<file path="src/rtl/cdb_arbiter.sv">
// Round-robin arbiter that lets NUM_REQ functional units share one common data bus (CDB).
// Optional macro CDB_OUT_REG_EN registers the CDB outputs one cycle after the grant.
`ifndef ROB_SIZE
`define ROB_SIZE 6
`endif

module cdb_arbiter #(
  parameter int NUM_REQ = 4,
  parameter int DATA_W  = 32,
  parameter int TAG_W   = `ROB_SIZE
) (
  input  logic                        clk,
  input  logic                        rst_n,
  input  logic [NUM_REQ-1:0]          req_i,
  input  logic [NUM_REQ*TAG_W-1:0]    req_tag_i,
  input  logic [NUM_REQ*DATA_W-1:0]   req_value_i,
  input  logic [NUM_REQ-1:0]          req_br_taken_i,
  input  logic                        flush_i,
  output logic [NUM_REQ-1:0]          gnt_o,
  output logic                        cdb_valid_o,
  output logic [TAG_W-1:0]            cdb_tag_o,
  output logic [DATA_W-1:0]           cdb_value_o,
  output logic                        cdb_br_taken_o
);

  localparam int PTR_W = (NUM_REQ > 1) ? $clog2(NUM_REQ) : 1;

  logic [PTR_W-1:0]  last_q, last_d;
  logic [NUM_REQ-1:0] gnt;
  logic [PTR_W-1:0]  gnt_idx;
  logic              gnt_any;
  logic [PTR_W-1:0]  cand;

  logic [TAG_W-1:0]  tag_sel,   tag_q,   tag_d;
  logic [DATA_W-1:0] value_sel, value_q, value_d;
  logic              br_sel,    br_q,    br_d;

  // Search starts one past the last winner; rst_n gates the grant so reset clears it at once.
  always_comb begin
    gnt     = '0;
    gnt_idx = '0;
    gnt_any = 1'b0;
    cand    = '0;
    if (rst_n && !flush_i) begin
      for (int i = 1; i <= NUM_REQ; i++) begin
        cand = PTR_W'((int'(last_q) + i) % NUM_REQ);
        if (!gnt_any && req_i[cand]) begin
          gnt[cand] = 1'b1;
          gnt_idx   = cand;
          gnt_any   = 1'b1;
        end
      end
    end
  end

  always_comb begin
    tag_sel   = '0;
    value_sel = '0;
    br_sel    = 1'b0;
    for (int k = 0; k < NUM_REQ; k++) begin
      if (gnt[k]) begin
        tag_sel   = tag_sel   | req_tag_i[k*TAG_W +: TAG_W];
        value_sel = value_sel | req_value_i[k*DATA_W +: DATA_W];
        br_sel    = br_sel    | req_br_taken_i[k];
      end
    end
  end

  // Payload registers remember the last broadcast so an idle bus keeps showing it.
  always_comb begin
    last_d  = last_q;
    tag_d   = tag_q;
    value_d = value_q;
    br_d    = br_q;
    if (gnt_any) begin
      last_d  = gnt_idx;
      tag_d   = tag_sel;
      value_d = value_sel;
      br_d    = br_sel;
    end
  end

  always_ff @(posedge clk or negedge rst_n) begin
    if (!rst_n) begin
      last_q  <= PTR_W'(NUM_REQ - 1);
      tag_q   <= '0;
      value_q <= '0;
      br_q    <= 1'b0;
    end else begin
      last_q  <= last_d;
      tag_q   <= tag_d;
      value_q <= value_d;
      br_q    <= br_d;
    end
  end

  assign gnt_o = gnt;

`ifdef CDB_OUT_REG_EN
  logic valid_q, valid_d;

  always_comb begin
    valid_d = gnt_any && !flush_i;
  end

  always_ff @(posedge clk or negedge rst_n) begin
    if (!rst_n) begin
      valid_q <= 1'b0;
    end else begin
      valid_q <= valid_d;
    end
  end

  assign cdb_valid_o    = valid_q;
  assign cdb_tag_o      = tag_q;
  assign cdb_value_o    = value_q;
  assign cdb_br_taken_o = br_q;
`else
  assign cdb_valid_o    = gnt_any;
  assign cdb_tag_o      = gnt_any ? tag_sel   : tag_q;
  assign cdb_value_o    = gnt_any ? value_sel : value_q;
  assign cdb_br_taken_o = gnt_any ? br_sel    : br_q;
`endif

endmodule

</file>
<file path="config.mk">
export PLATFORM = sky130hd
export DESIGN_NAME = cdb_arbiter
export DESIGN_NICKNAME = d
export VERILOG_FILES = /design/src/rtl/cdb_arbiter.sv
export SDC_FILE = /design/constraint.sdc
export NUM_CORES = 1
export LEC_CHECK = 0
export CORE_MARGIN = 10
export CORE_UTILIZATION = 43
export DETAILED_ROUTE_END_ITERATION = 10
export PLACE_DENSITY_LB_ADDON = 0.1
export SLEW_MARGIN = 20
export SYNTH_ARGS = -nofsm -noshare
export SYNTH_HDL_FRONTEND = slang
export SYNTH_SLANG_ARGS = --single-unit
</file>
<file path="constraint.sdc">
create_clock -name clk -period 9.1 [get_ports clk]
set_clock_uncertainty 0.15 [all_clocks]
set_input_delay 1.82 -clock clk [delete_from_list [all_inputs] [get_ports clk]]
set_output_delay 1.82 -clock clk [all_outputs]
set_load 0.03 [all_outputs]
</file>
==> out/qor.yml <==
fin_crit_sh_pct: 80.9
worstPathRequired_ns: 7.13
ys_seq_elements: 41
drt_iter0_drc: 821
drive_gt1_share_pct: 8.38
cts_setup_buffers: 0
yosys-top-cells-area: "dfrtp_1, a222oi_1, a221oi_1, o21ai_0, a21oi_1"
ant_nets: 0
path_clk_slew_ns: 0.09
setup_ws_ns: 1.74
finalHoldViolations: 0
ctsResizeCount: 0
synth_edf_count: 0
rsz0062_at_grt: "false"
final_cell_mix: "clkdlybuf4s50_1, a222oi_1, nor2_1"
critPathTopFamily: "buffers and inverters"
cp-start-kind: "input port"
report.final.slew_viol_count: 0
cap_violations: 0
vdd_drop_max_uv: 129
power-per-cell-area_mw_per_mm2: 264
critPathSlowestCell: "nor2_4"
dieArea_sq_mm: 0.0127
min_path_cells: 2
htreeDepth: 2
final-setup-viol-count: 0
row_count: 33
dr.pass1.iters: 11
cts_buffers: 5
grt_pass1_vias: 4866
hold_end: "value_q[19]"
yosys_warnings: 0
antenna_found_initial: 0
layout.cells.non_filler: 690
worstRegToRegCells: 7
p_int_uw: 803
timing.fmax_ghz: 0.136
min_period_ns: 7.36
yosysSeqAreaShare_pct: 27.8
routedWlPerCell_microns: 25.5
clockPowerShare_pct: 11.7
port_buffers: 206
drc: 11
worst-path-buf-inv: 3
p_comb_share_pct: 69.6
grt_pass1_wl_mm: 26.9
critPathMostFrequentCell: "clkdlybuf4s50_1"
tritoncts: "built"
arrival_ns: 5.39
initial_core_util_pct: 44.5
fin_setup_tns_ns: 0
yosys.area.top_type: "dfrtp_1"
critPathKind: "input port to primary output"
crit_fanout: 36
cts_sinks: 41
die_w_microns: 113
crit_path_end_kind: "primary output"
relSlewSlack_pct: 27.8
syn_to_final_growth_pct: 59.2
num_antenna_cells: 0
pin_count: 207
fp.coreArea_sq_mm: 0.00830
violations: "design-rule violations"
drt-total-wl_mm: 17.6
hpwl_mm: 12.3
clock_latency_ns: 0.29
vias: 4866
dp_slack_ns: 1.80
syn_avg_cell_area_sq_um: 9.10
yosys_most_used_dff: "dfrtp_1"
nets: 754
worstMarginPinSlew_ns: 1.08
hp-start: "value_q[19]"
status: "finished with violations"
crit_path_cell_trace: "clkdlybuf4s50_1, mux4_2, inv_2, o21ai_1, nor2_4, a221oi_1, a21oi_1, clkdlybuf4s50_1"
pwr-share-seq_pct: 18.6
placed_area_sq_mm: 0.00573
leakage_nw: 2.11
final_common_cell: "clkdlybuf4s50_1"
clk_path_buf_depth: 2
hold_class: "flop to flop"
netSwitchingPower_uw: 751
routabilityCongestion: 0.917
holdBufCountCts: 0
p_sw_share_pct: 48.3
final_cell_area_sq_mm: 0.00588
finalPower_mw: 1.55
r2r-end: "tag_q[5]"
synth_cell_types: 51
syn-num-nets: 576
grtUsageTotal_pct: 25.3
r2r-start: "last_q[0]"
fillers: 626
placed_cells: 681
die_h_microns: 113
vias_per_cell: 7.05
grt_start_max_net_pins: 46
reg2reg_slack_ns: 5.23
synth_area_sq_mm: 0.00369
root_buffer: "clkbuf_8"
synthArstFlopShare_pct: 100
grt_overflow: 0
synth_top_area_share_pct: 26.4
slowest_delay_ns: 0.85
syn-instance-count: 406
-- registers in the layout, summed over array words and instances, names as in the netlist --
register / cells
br_q: 1
last_q: 2
tag_q: 6
value_q: 32
-- cells in the mapped netlist (all sizes together) (2+ instances only) --
cell and instances:
a222oi 72, nor2 49, o21ai 46, a21oi 41
a221oi 39, dfrtp 39, clkbuf 25, buf 21
ha 7, and3 6, inv 5, nand2 5
a31oi 4, mux2 4, nand2b 4, a22oi 3
mux2i 3, nand3b 3, o211ai 3, o221ai 3
o22ai 3, a2111oi 2, dfstp 2, nand3 2
-- cell families after synthesis --
logic type | synth area share (%)
buffers and inverters | 7.62
multiplexers | 3.18
AO/OA/AOI/OAI | 49.6
flip-flops | 27.8
adder cells (fa/ha/maj) | 2.37
AND/OR/NAND/NOR | 9.14
XOR/XNOR | 0.237
-- worst register-to-register path, delay by kind of cell, from the launching register on --
| kind | cells | cell delay [ns] |
|---|---|---|
| simple gates | 2 | 1.16 |
| flops | 1 | 0.76 |
| fa+ha+maj | 1 | 0.62 |
| compound gates | 3 | 0.60 |
| buf+inv | 1 | 0.48 |
-- power by group through the flow --
| stage | Combinational (mW) | Sequential (mW) | Clock [mW] |
|---|---|---|---|
| floorplan | 0.729 | 0.272 | 0 |
| global placement | 1.05 | 0.290 | 0 |
| detailed placement | 1.06 | 0.293 | 0 |
| CTS | 1.06 | 0.289 | 0.184 |
| global route | 1.15 | 0.297 | 0.191 |
| finish | 1.08 | 0.290 | 0.182 |
-- area by class of cell --
cell class / instances / area, sq um / share of cell area (%)
clock buffers: 5 / 68.8 / 1.17
clock inverters: 3 / 65.1 / 1.11
inverters: 5 / 18.8 / 0.319
multi-input cells: 314 / 2420 / 41.1
flip-flops and latches: 41 / 1030 / 17.5
well taps: 105 / 131 / 2.23
repair buffers: 217 / 2150 / 36.6
-- metrics by stage --
step	hold WS [ns]	utilization, %
floorplan	0.514	-
global placement	0.381	69.0
detailed placement	0.393	69.0
CTS	0.407	70.6
global route	0.424	70.9
finish	0.403	70.9
-- routing by layer --
layer  wire length, microns  global-route usage, %
met5                      0                      0
met4                    401                   7.28
met3                   2440                   8.45
met2                   8290                   41.6
met1                   6480                   30.7
-- worst max-delay path by stage --
stage	from	to	slack [ns]	cells past startpoint
final	req_i[2]	cdb_value_o[27]	1.74	8
after global routing	rst_n	cdb_value_o[14]	1.53	9
after CTS	req_i[0]	cdb_value_o[27]	1.81	9
after detailed placement	req_i[0]	cdb_value_o[27]	1.80	9
after global placement	req_i[0]	cdb_value_o[27]	1.83	9
after floorplan	req_i[0]	cdb_br_taken_o	3.36	7
Note: power is estimated with default switching activity, not from simulation.
